--- config.mk ---
export PLATFORM = sky130hd
export DESIGN_NAME = piso_tx_ctrl
export DESIGN_NICKNAME = d
export VERILOG_FILES = /design/src/rtl/piso_tx_pkg.sv /design/src/rtl/piso_shift_core.sv /design/src/rtl/piso_tx_ctrl.sv
export SDC_FILE = /design/constraint.sdc
export NUM_CORES = 1
export LEC_CHECK = 0
export ABC_CLOCK_PERIOD_IN_PS = 1700
export BUFFER_PORTS_ARGS = -buffer_cell sky130_fd_sc_hd__buf_2
export CORE_UTILIZATION = 40
export DETAILED_ROUTE_END_ITERATION = 6
export GPL_ROUTABILITY_DRIVEN = 0
export MAX_ROUTING_LAYER = met4
export REMOVE_ABC_BUFFERS = 1
export SYNTH_ARGS = -nofsm -noshare
export SYNTH_HDL_FRONTEND = slang
export SYNTH_SLANG_ARGS = --single-unit
--- constraint.sdc ---
create_clock -name clk -period 1.7 [get_ports clk]
set_input_delay 0.17 -clock clk [delete_from_list [all_inputs] [get_ports clk]]
set_output_delay 0.17 -clock clk [all_outputs]
set_load 0.005 [all_outputs]
--- src/rtl/piso_tx_pkg.sv ---
`default_nettype none
// ============================================================================
//  Module   : piso_tx_pkg
//  Purpose  : Shared types and helpers for the PISO transmit sequencer.
//             Holds the FSM state encoding and the minimum-counter-width
//             helper used to validate CNT_W at elaboration.
//  Revision : 1.0  initial release
// ============================================================================
package piso_tx_pkg;

    localparam int c_state_w = 2;

    // State names carry an ST_ prefix so they never collide with the GAP
    // parameter of the controller.
    typedef enum logic [c_state_w-1:0] {
        ST_IDLE  = 2'd0,
        ST_SHIFT = 2'd1,
        ST_GAP   = 2'd2
    } state_t;

    // Smallest counter width able to hold max(width-1, gap).
    function automatic int min_cnt_w(input int width, input int gap);
        int v;
        int w;
        v = ((width - 1) > gap) ? (width - 1) : gap;
        w = 1;
        for (int i = 1; i < 31; i++) begin
            if (v >= (1 << i)) begin
                w = i + 1;
            end
        end
        return w;
    endfunction

endpackage
`default_nettype wire

--- src/rtl/piso_shift_core.sv ---
`default_nettype none
// ============================================================================
//  Module   : piso_shift_core
//  Purpose  : WIDTH-bit parallel-load, shift-left register. The MSB is the
//             serial output; zeros enter at the LSB. Load wins over shift.
//  Revision : 1.0  initial release
// ============================================================================
module piso_shift_core #(
    parameter int WIDTH = 4
) (
    input  logic             clk,
    input  logic             rst_n,
    input  logic             load,
    input  logic             shift,
    input  logic [WIDTH-1:0] din,
    output logic             msb
);

    logic [WIDTH-1:0] r_shreg;

    // Shift register: synchronous clear, parallel load, or shift toward MSB.
    always_ff @(posedge clk) begin
        if (!rst_n) begin
            r_shreg <= '0;
        end else if (load) begin
            r_shreg <= din;
        end else if (shift) begin
            r_shreg <= {r_shreg[WIDTH-2:0], 1'b0};
        end
    end

    assign msb = r_shreg[WIDTH-1];

endmodule
`default_nettype wire

--- src/rtl/piso_tx_ctrl.sv ---
`default_nettype none
// ============================================================================
//  Module   : piso_tx_ctrl
//  Purpose  : Sequencer for the PISO shifter. Accepts words over valid/ready,
//             serialises them MSB-first with frame_start/done markers, and
//             either chains words with no bubble (GAP=0) or inserts GAP idle
//             cycles after each word.
//  Revision : 1.0  initial release
// ============================================================================
module piso_tx_ctrl
    import piso_tx_pkg::*;
#(
    parameter int WIDTH = 4,
    parameter int GAP   = 0,
    parameter int CNT_W = 8
) (
    input  logic             clk,
    input  logic             rst_n,
    input  logic [WIDTH-1:0] din,
    input  logic             din_valid,
    output logic             din_ready,
    output logic             sout,
    output logic             sout_valid,
    output logic             frame_start,
    output logic             done,
    output logic             busy
);

    generate
        if (WIDTH < 2 || GAP < 0 || GAP > 255 || CNT_W < min_cnt_w(WIDTH, GAP)) begin : g_param_check
            $error("piso_tx_ctrl: WIDTH must be >= 2, GAP in 0..255, CNT_W wide enough for max(WIDTH-1, GAP)");
        end
    endgenerate

    localparam logic [CNT_W-1:0] c_first_bit = CNT_W'(WIDTH - 1);
    localparam logic [CNT_W-1:0] c_gap_load  = CNT_W'(GAP - 1);
    localparam logic [CNT_W-1:0] c_one       = CNT_W'(1);

    state_t           r_state;
    state_t           w_state_nxt;
    logic [CNT_W-1:0] r_cnt;
    logic [CNT_W-1:0] w_cnt_nxt;
    logic             w_last;
    logic             w_ready_st;
    logic             w_xfer;
    logic             w_load;
    logic             w_shift;
    logic             w_msb;

    assign w_last = (r_cnt == '0);

    // Ready is a function of registered state only, so the producer never
    // sees a combinational path from din_valid back to din_ready.
    assign w_ready_st = (r_state == ST_IDLE) ||
                        ((r_state == ST_SHIFT) && w_last && (GAP == 0));
    assign din_ready  = rst_n & w_ready_st;
    assign w_xfer     = din_valid & din_ready;

    // State and counter register.
    always_ff @(posedge clk) begin
        if (!rst_n) begin
            r_state <= ST_IDLE;
            r_cnt   <= '0;
        end else begin
            r_state <= w_state_nxt;
            r_cnt   <= w_cnt_nxt;
        end
    end

    // Next-state, counter and shifter control decode.
    always_comb begin
        w_state_nxt = r_state;
        w_cnt_nxt   = r_cnt;
        w_load      = 1'b0;
        w_shift     = 1'b0;
        case (r_state)
            ST_IDLE: begin
                if (w_xfer) begin
                    w_load      = 1'b1;
                    w_cnt_nxt   = c_first_bit;
                    w_state_nxt = ST_SHIFT;
                end
            end
            ST_SHIFT: begin
                if (!w_last) begin
                    w_shift   = 1'b1;
                    w_cnt_nxt = r_cnt - c_one;
                end else if (GAP == 0) begin
                    if (w_xfer) begin
                        // Zero-bubble chaining: reload on the last bit.
                        w_load    = 1'b1;
                        w_cnt_nxt = c_first_bit;
                    end else begin
                        w_shift     = 1'b1;
                        w_state_nxt = ST_IDLE;
                    end
                end else begin
                    w_shift     = 1'b1;
                    w_cnt_nxt   = c_gap_load;
                    w_state_nxt = ST_GAP;
                end
            end
            ST_GAP: begin
                w_cnt_nxt = r_cnt - c_one;
                if (w_last) begin
                    w_cnt_nxt   = '0;
                    w_state_nxt = ST_IDLE;
                end
            end
            default: begin
                w_cnt_nxt   = '0;
                w_state_nxt = ST_IDLE;
            end
        endcase
    end

    piso_shift_core #(
        .WIDTH (WIDTH)
    ) u_shift_core (
        .clk   (clk),
        .rst_n (rst_n),
        .load  (w_load),
        .shift (w_shift),
        .din   (din),
        .msb   (w_msb)
    );

    // Serial outputs are decoded purely from registered state/shreg/cnt.
    assign sout_valid  = (r_state == ST_SHIFT);
    assign sout        = sout_valid & w_msb;
    assign frame_start = sout_valid & (r_cnt == c_first_bit);
    assign done        = sout_valid & w_last;
    assign busy        = (r_state != ST_IDLE);

endmodule
`default_nettype wire

# Yosys cells after proc, flatten, opt, wreduce, memory -nomap -nowiden

Index checks and enable logic that the tools add are counted.

Order comparisons: 0
Add/sub/neg operators: 1
Eq/ne operators: 7
Multiply operators: 0
Bitwise logic cells: 5
Muxes and demuxes: 17
Shift-type cells: 0
Divide/modulo/power cells: 0
Reduce and logical (&&, ||, !) cells: 7

Operators with widths:

| cell                                                | number |
|---|---|
| two-way mux 8 bit                                   | 3 |
| case mux 8 bit (3 select lines)                     | 1 |
| equality test 8 x 2 -> 1 bit, second input constant | 1 |
| logical NOT 8 bit                                   | 1 |
| two-way mux 2 bit                                   | 4 |
| two-way mux 4 bit                                   | 2 |
| subtractor 8 x 1 -> 8 bit, second input constant    | 1 |
| != test 2 bit, second input constant                | 3 |
| case mux 2 bit (3 select lines)                     | 1 |
| bitwise AND 1 bit                                   | 5 |
| two-way mux 1 bit                                   | 5 |
| AND reduction 4 bit                                 | 1 |
| nonzero test 2 bit                                  | 2 |
| equality test 2 x 1 -> 1 bit, second input constant | 1 |
| equality test 2 bit, second input constant          | 1 |
| logical NOT 2 bit                                   | 1 |
| != test 2 x 1 -> 1 bit, second input constant       | 1 |
| case mux 1 bit (2 select lines)                     | 1 |
| logical AND 1 bit                                   | 1 |
| logical OR 1 bit                                    | 1 |

Bits in latches: 0
Word-level logic and storage cells: 40
Memory bits (read-only): 0
Register bits: 14
Memories: 0
Memory bits (writable): 0
Output and inout port bits: 6

# Depth between registers and ports, before layout

Gate-level depths: netlist (run 1).

Word-level depth: 10
Gate-level depth with buffers: 6

# Hierarchy

From an unflattened synthesis (run 1), not the netlist that was laid out.

Cell total of the unflattened synthesis: 79
Area total of the unflattened synthesis: 739.5 um2

By module, submodules not included:

| module          | sequential area each (um2) | area each (um2) | instances | cells each |
|---|---|---|---|---|
| piso_tx_ctrl    | 180.2                      | 553.0           | 1         | 63 |
| piso_shift_core | 80.1                       | 186.4           | 1         | 16 |

# Worst setup path before layout (run 1)

No wires, ideal clock.

Path kind: register -> register
Start: register r_cnt[0]
End: register u_shift_core.r_shreg[1]
Data required time: 1.581 ns
Cell stages (with the launch flop): 7
Clock period less this slack: 1.685 ns
Arrival time: 1.566 ns
Path slack: 0.015 ns
Cell sequence: dfxtp_1 inv_1 ha_1 or3b_1 o21ai_4 nand2_1 o221a_1

Longest elaborated chain between the ends: 9
Elaborated cells on any way between the ends: 13
Those cells by class: mux: 7; bitwise: 2; reduce/logical: 4

Ends and longest elaborated chain:

| what                                                                 | RTL line                               | RTL |
|---|---|---|
| start, declared                                                      | piso_tx_ctrl.sv:41                     | `logic [CNT_W-1:0] r_cnt;` |
| start signal, assigned                                               | piso_tx_ctrl.sv:66                     | `r_cnt <= w_cnt_nxt;` |
| logical NOT 8 bit (*)                                                | piso_tx_ctrl.sv:50                     | `assign w_last = (r_cnt == '0);` |
| logical AND 1 bit                                                    | piso_tx_ctrl.sv:55                     | `((r_state == ST_SHIFT) && w_last && (GAP == 0));` |
| logical OR 1 bit                                                     | piso_tx_ctrl.sv:54                     | `assign w_ready_st = (r_state == ST_IDLE) \|\|` |
| bitwise AND 1 bit                                                    | piso_tx_ctrl.sv:56                     | `assign din_ready = rst_n & w_ready_st;` |
| bitwise AND 1 bit                                                    | piso_tx_ctrl.sv:57                     | `assign w_xfer = din_valid & din_ready;` |
| two-way mux 1 bit (on tied branches)                                 | piso_tx_ctrl.sv:78, piso_tx_ctrl.sv:89 |  |
| two-way mux 1 bit                                                    | piso_tx_ctrl.sv:85                     | `if (!w_last) begin` |
| case mux 1 bit (2 select lines) or two-way mux 1 bit (tied branches) | piso_tx_ctrl.sv:76                     | `case (r_state)` |
| two-way mux 4 bit or nonzero test 2 bit (tied branches)              | --                                     |  |
| end signal, assigned                                                 | piso_shift_core.sv:26                  | `r_shreg <= din;` |
| end signal, assigned                                                 | piso_shift_core.sv:28                  | `r_shreg <= {r_shreg[WIDTH-2:0], 1'b0};` |
| end, declared                                                        | piso_shift_core.sv:19                  | `logic [WIDTH-1:0] r_shreg;` |

Mark *: on every way between the ends. The rest lies on a longest branch, timed or not.
A chain may end at the register's enable or synchronous reset.

# Worst setup path after layout (run 1)

Start: register r_cnt[7]
End: register r_cnt[5]

Longest elaborated chain between the ends: 8
Elaborated cells on any way between the ends: 9
Those cells by class: mux: 4; bitwise: 2; reduce/logical: 3

Ends and longest elaborated chain:

| what                                | RTL line |
|---|---|
| logical NOT 8 bit (*)               | piso_tx_ctrl.sv:50 |
| logical AND 1 bit                   | piso_tx_ctrl.sv:55 |
| logical OR 1 bit                    | piso_tx_ctrl.sv:54 |
| bitwise AND 1 bit                   | piso_tx_ctrl.sv:56 |
| bitwise AND 1 bit                   | piso_tx_ctrl.sv:57 |
| two-way mux 8 bit                   | -- |
| two-way mux 8 bit                   | piso_tx_ctrl.sv:85 |
| case mux 8 bit (3 select lines) (*) | piso_tx_ctrl.sv:76 |

Marked as above.

==> summary.md, run 1 <==
| Metric | Value |
|---|---|
| CTS Sinks | 13 |
| Global-route wire length before repair | around 2800 µm |
| Clk pin slew, worst setup/hold paths | around 0.08 ns |
| Tightest Pin Transition | 0.396 ns |
| Layout Nets | around 120 |
| Chip width | 44.7 µm |
| Post-DR wirelength/cell | about 13 µm |
| Ant. Diodes | 0 |
| Total GRT Usage | between 15 and 20% |
| Initial Utilization | a little over two fifths |
| Vias post-DR | a little over 700 |
| Crit Path Max Fanout | 5 |
| Max_cap viols | 0 |
| Power, Total | 875 µW |
| Number of global-route vias before repair | ~610 |
| Final setup viols | 0 |
| Placed Area | roughly 870 µm² |
| RSZ-0062 raised after global routing | yes |
| Post-synthesis async set-or-reset flop share | 0% |
| GR Overflow Total | 0 |
| Final instance area | approximately 0.0010 mm² |
| FMAX | between 500 and 600 MHz |
| Die area | 0.00200 mm² |
| Core box area | 0.00173 mm² |
| Worst Setup Start Kind | flop |
| Filler instances | 161 |
| Critical path data arrival time | roughly 1.9 ns |
| Synth cell types | 35 |
| Drt via density | 5.43 |
| Largest net degree at the start of global routing | 12 |
| Clock buffer depth | 2 |
| Crit path time final | between 1.5 and 2 ns |
| Outcome | completed |
| Slew Limit Fails | 0 |
| Dominant synthesized flop cell | dfxtp_1 |
| Placed cells | around 130 |
| Fin util | between 50% and 60% |
| Storage element area | 270 µm² |
| Register area share after synthesis | ~36% |
| Cell area after synthesis | around 730 µm² |
| Fin crit share | around 100% |
| Die Y-Extent | around 45 µm |
| Worst slew margin | 73.6% |
| Iter 0 DRT Violations | 29 |
| Commonest cells after routing, fill and taps aside | buf_4 (14), buf_2 (12), dfxtp_1 (9) |
| Met3 Use GR | under 10% |
| Cells along the critical path | or4_4 > buf_6 > o21ai_4 > buf_6 > a211oi_2 > a31o_1 |
| Std-Cell Rows | 15 |
| Final Hold Viols | 0 |
| Peak supply drop | ~0.41 mV |
| Commonest non-fill, non-tap cell in the layout | buf_4 |
| Non-Filler Instances | ~130 |
| Total I/O pin count | 13 |
| Critical Path End Type | flop |
| 1st-pass router iterations | 4 |
| H-tree depth | 1 |
| Critical path type | reg2reg |
| Initial antenna violation count | 0 |
| Slowest stage delay, CP | 0.56 ns |
| PD cells | around 860 mW/mm² |
| Clock root buffer master | clkbuf_4 |
| Crit path top cell by count | buf_6 |
| Grt met1 use | a little over a quarter |
| Clock Skews | ~0.0048 ns |
| Final HPWL DP | roughly 1200 µm |
| CP max-delay cell | or4_4 |
| Synth warn | 0 |
| WHS | ~0.16 ns |
| CTS tree | built |
| Final ANT Viol Nets | 0 |
| Cell count after synthesis | just over 80 |
| Port bufs | 12 |
| Leak pwr | 0.000441 µW |
| Share of layout cells above drive strength 1 | between 40% and 50% |
| Worst skew pair latency | between 0.2 and 0.3 ns |
| Number of synthesized flops with an enable pin | 0 |
| Clock buffer count from CTS | 3 |
| Required time worst endpoint | 1.88 ns |
| Routed wire length | 1780 µm |
| DRC Markers | 0 |
| Met2 Use GR | 28.8% |
| Flops & latches, synth | 13 |
| Area Overhead vs Synth | 38.9% |
| Min-Delay Path Class | in2reg |
| Busiest layer in global routing | met2 |
| Syn_area_per_cell | 9.02 µm² |
| Area occupied by multi-input gates | a little under 500 µm² |
stage by stage:
stage,setup TNS (ns),setup WS [ns]
after detailed placement,0,0.00768
after global placement,0,0.0461
after global routing,-0.0361,-0.0193
after CTS,0,0.00417
final,0,0.0236
after floorplan,0,0.0153
worst max-delay path, delay by kind of cell (launching register included):
| family | cells | cell delay (ns) |
|---|---|---|
| compound gates | 3 | 0.37 |
| flops | 1 | 0.37 |
| simple gates | 1 | 0.56 |
| buf+inv | 2 | 0.27 |
path summary, 6_finish.rpt:
path                       start                              endpoint  slack, ns  depth (start not counted)
max reg2reg  r_cnt[7]$_SDFF_PN0_                   r_cnt[5]$_SDFF_PN0_       0.02                          6
min reg2reg  r_cnt[0]$_SDFF_PN0_                   r_cnt[0]$_SDFF_PN0_       0.51                          2
max          r_cnt[7]$_SDFF_PN0_                   r_cnt[5]$_SDFF_PN0_       0.02                          6
min                       din[3]  u_shift_core.r_shreg[3]$_SDFFE_PN0P_       0.16                          2
per-layer routing:
metal  wire length [µm]  vias to the layer above
li1                   -                      360
met1                900                      358
met2                837                        5
met3                 25                        4
met4                 21                        0
met5                  0                        -
cell families after synthesis:
group                    share of synthesized area [%]
multiplexers                                      5.48
flip-flops                                        35.6
XOR/XNOR                                          2.40
adder cells (fa/ha/maj)                           3.42
AO/OA/AOI/OAI                                     25.3
buffers and inverters                             6.16
AND/OR/NAND/NOR                                   21.6
cell usage after synthesis (2+ instances only):
cell / count / share of area (%)
or3_1: 3 / 2.6
or4_4: 2 / 3.1
nor4_1: 2 / 1.7
ha_1: 2 / 3.4
and3_1: 3 / 2.6
a21oi_1: 8 / 5.5
o221a_1: 3 / 4.6
nand2_1: 4 / 2.1
dfxtp_1: 13 / 36
nor3_1: 2 / 1.4
o21ai_0: 2 / 1.4
inv_1: 4 / 2.1
mux2i_1: 4 / 5.5
clkbuf_1: 2 / 1.0
nor2_1: 7 / 3.6
sequential cells by signal (all words and copies together), names as in the netlist:
signal	count
r_cnt	8
r_state	1
u_shift_core.r_shreg	4
power breakdown:
part           internal, µW  switching [µW]
sequential              334            34.8
clock                  90.9             104
combinational           172             140
timing repair:
action / in CTS / in global routing
pin swaps: 3 / 8
setup buffers: 4 / 1
endpoints found under the setup margin: 6 / 11
resized for setup: 11 / 12
hold buffers: 0 / 0
endpoints found under the hold margin: 0 / 0
cell type report:
cell class | count | area share [%]
Multi-Input combinational cell | 60 | 47.5
Timing Repair Buffer | 28 | 18.5
Sequential cell | 13 | 26.6
Clock buffer | 4 | 2.59
Tap cell | 25 | 3.08
Inverter | 4 | 1.73
Note: power is estimated with default switching activity, not from simulation.
==> run 2: changes to the inputs <==
--- a/config.mk
+++ b/config.mk
@@ -5,12 +5,12 @@
 export SDC_FILE = /design/constraint.sdc
 export NUM_CORES = 1
 export LEC_CHECK = 0
-export ABC_CLOCK_PERIOD_IN_PS = 1700
 export BUFFER_PORTS_ARGS = -buffer_cell sky130_fd_sc_hd__buf_2
-export CORE_UTILIZATION = 40
+export CORE_UTILIZATION = 47
 export DETAILED_ROUTE_END_ITERATION = 6
 export GPL_ROUTABILITY_DRIVEN = 0
 export MAX_ROUTING_LAYER = met4
+export PLACE_DENSITY = 0.72
 export REMOVE_ABC_BUFFERS = 1
 export SYNTH_ARGS = -nofsm -noshare
 export SYNTH_HDL_FRONTEND = slang
==> summary.md, run 2 (synthesis gave the netlist of run 1 again) <==
| Metric | Value |
|---|---|
| Biggest register | r_cnt |
| Critical Path End Type | output pin |
| Largest net degree at the start of global routing | 12 (unchanged) |
| Slew Limit Fails | 0 (unchanged) |
| Worst setup path startpoint | r_cnt[4]$_SDFF_PN0_ |
| Port bufs | 12 (unchanged) |
| Max reg flops | 8 (unchanged) |
| Fin crit share | 101% (+2.6 points) |
| Drt via density | 6.10 (+12%) |
| Clock buffer depth | 2 (unchanged) |
| Final HPWL DP | 1250 µm (+1.0%) |
| Final ANT Viol Nets | 0 (unchanged) |
| Storage element area | 270 µm² (unchanged) |
| Tightest Pin Transition | 0.360 ns (-0.0361 ns) |
| Max_cap viols | 0 (unchanged) |
| Critical path type | reg2out |
| Power, Total | 858 µW (-2.0%) |
| Cells along the critical path | or4_4 > nor4_2 > buf_2 |
| Die area | 0.00172 mm² (-14%) |
| Area Overhead vs Synth | 32.2% |
| RSZ-0062 raised after global routing | yes |
| Area occupied by multi-input gates | 477 µm² (-1.0%) |
| R2R setup slack | 0.06 ns (+0.04 ns) |
| Slowest stage delay, CP | 0.58 ns (+0.02 ns) |
| Global-route wire length before repair | 3150 µm (+14%) |
| Crit path time final | 1.72 ns (+0.0441 ns) |
| GR Overflow Total | 0 (unchanged) |
| Routed wire length | 1820 µm (+2.0%) |
| Iter 0 DRT Violations | 26 (-10%) |
| Final TNS setup | -0.0205 ns (-0.0205 ns) |
| Worst Slack Setup Final | -0.0205 ns (-0.0441 ns) |
| PD cells | 888 mW/mm² (+3.0%) |
| Filler instances | 109 (-32%) |
| Initial antenna violation count | 0 (unchanged) |
| Non-Filler Instances | 120 (-10%) |
| Fin util | 70.7% (+12 points) |
| Chip width | 41.4 µm (-7.4%) |
| Violated checks | negative setup slack |
| Layout Nets | 115 (-3.4%) |
| Total GRT Usage | 23.7% (+3.9 points) |
| Hold path startpoint | din[2] |
| CTS tree | built |
| CTS Sinks | 13 (unchanged) |
| Share of layout cells above drive strength 1 | 41.0% (-4.0 points) |
| Worst r2r path cells | 7 (+1) |
| Die Y-Extent | 41.4 µm (-7.4%) |
| Crit Path Max Fanout | 6 (+1) |
| Worst Setup Start Kind | flop |
| Post-DR wirelength/cell | 15.2 µm (+14%) |
| Ant. Diodes | 0 (unchanged) |
| Std-Cell Rows | 13 (-2) |
| Place WS | -0.0198 ns (-0.0275 ns) |
| Clk pin slew, worst setup/hold paths | 0.08 ns (about the same) |
| CP Buf/Inv Count | 1 (-1) |
| Vias post-DR | 732 (+0.69%) |
| Final Hold Viols | 0 (unchanged) |
| Final setup viols | 1 (+1) |
| Commonest non-fill, non-tap cell in the layout | buf_2 |
| Clock root buffer master | clkbuf_4 |
| Worst slew margin | 76.0% (+2.4 points) |
| CP max-delay cell | or4_4 |
| Top Registers | r_cnt x8, u_shift_core.r_shreg x4, r_state x1 |
| DRC Markers | 0 (unchanged) |
| Clock Skews | 0.00214 ns (-0.00264 ns) |
| Clock buffer count from CTS | 3 (unchanged) |
| Reg-to-reg startpoint | r_cnt[1]$_SDFF_PN0_ |
| Required time worst endpoint | 1.53 ns (-0.35 ns) |
| Initial Utilization | 53.5% (+11 points) |
| FMAX | 581 MHz (-2.6%) |
| Critical path data arrival time | 1.55 ns (-0.30 ns) |
| Number of global-route vias before repair | 694 (+13%) |
| Commonest cells after routing, fill and taps aside | buf_2 (12), buf_4 (11), dfxtp_1 (9) |
| Peak supply drop | 0.522 mV (+27%) |
| Leak pwr | 0.000418 µW (-5.1%) |
| Worst path top cell family by delay | simple AND/OR/NAND/NOR gates |
| 1st-pass router iterations | 4 (unchanged) |
| Worst Hold Path EP | u_shift_core.r_shreg[2]$_SDFFE_PN0P_ |
| H-tree depth | 1 (unchanged) |
| Placed cells | 114 (-8.8%) |
| WHS Path Cells | 2 (unchanged) |
| Worst skew pair latency | 0.27 ns (about the same) |
| Outcome | finished with violations |
| Total I/O pin count | 13 (unchanged) |
| Reg2Reg Capture Point | r_cnt[5]$_SDFF_PN0_ |
| Min-Delay Path Class | in2reg |
| Core box area | 0.00137 mm² (-21%) |
run 2: cell count changes in the layout (fill, tap and decap cells not counted):
| cell | change |
|---|---|
| nand2_1 | +1 |
| nand2_2 | -1 |
| nor2_2 | -1 |
| buf_4 | -3 |
| buf_6 | -1 |
| inv_2 | -1 |
| inv_4 | +1 |
| nor2_1 | +1 |
run 2: worst max path at each step:
stage / slack, ns / depth (start not counted) / end
2_1_floorplan: 0.02 / 6 / u_shift_core.r_shreg[1]$_SDFFE_PN0P_
3_3_place_gp: 0.02 / 5 / r_cnt[4]$_SDFF_PN0_
3_5_place_dp: -0.02 / 5 / r_cnt[4]$_SDFF_PN0_
4_1_cts: 0.002 / 5 / r_cnt[4]$_SDFF_PN0_
5_1_grt: -0.08 / 3 / frame_start
6_report: -0.02 / 3 / frame_start
run 2: per-layer routing:
layer	global-route usage (%)	share of wire, %	vias to the layer above	wire, µm
met3	3.04	4.9	10	89
met4	9.03	2.4	0	43
met1	31.1	43	348	786
met5	-	0	-	0
li1	-	-	352	-
met2	37.2	49	22	900
run 2: report_power, final:
group	switching [µW]	internal [µW]
Sequential	35.6	334
Clock	106	90.9
Combinational	136	156
run 2: cell type report:
class | count | area share [%]
multi-input combinational | 60 | 49.4
sequential | 13 | 28.0
timing repair buffer | 24 | 15.9
clock buffer | 4 | 2.72
inverter | 4 | 2.07
tap | 15 | 1.94
run 2: timing repair:
action                                 4_1_cts  5_1_grt
resized for setup                           11       10
hold buffers                                 0        0
endpoints found under the hold margin        0        0
setup buffers                                1        2
setup endpoints to repair                    9       11
pin swaps                                    2        5
run 2: through the flow:
stage	instance area (µm²)	hold WS [ns]
after floorplan	701	0.288
after global placement	855	0.431
after detailed placement	855	0.434
after CTS	920	0.153
after global routing	966	0.150
final	966	0.150
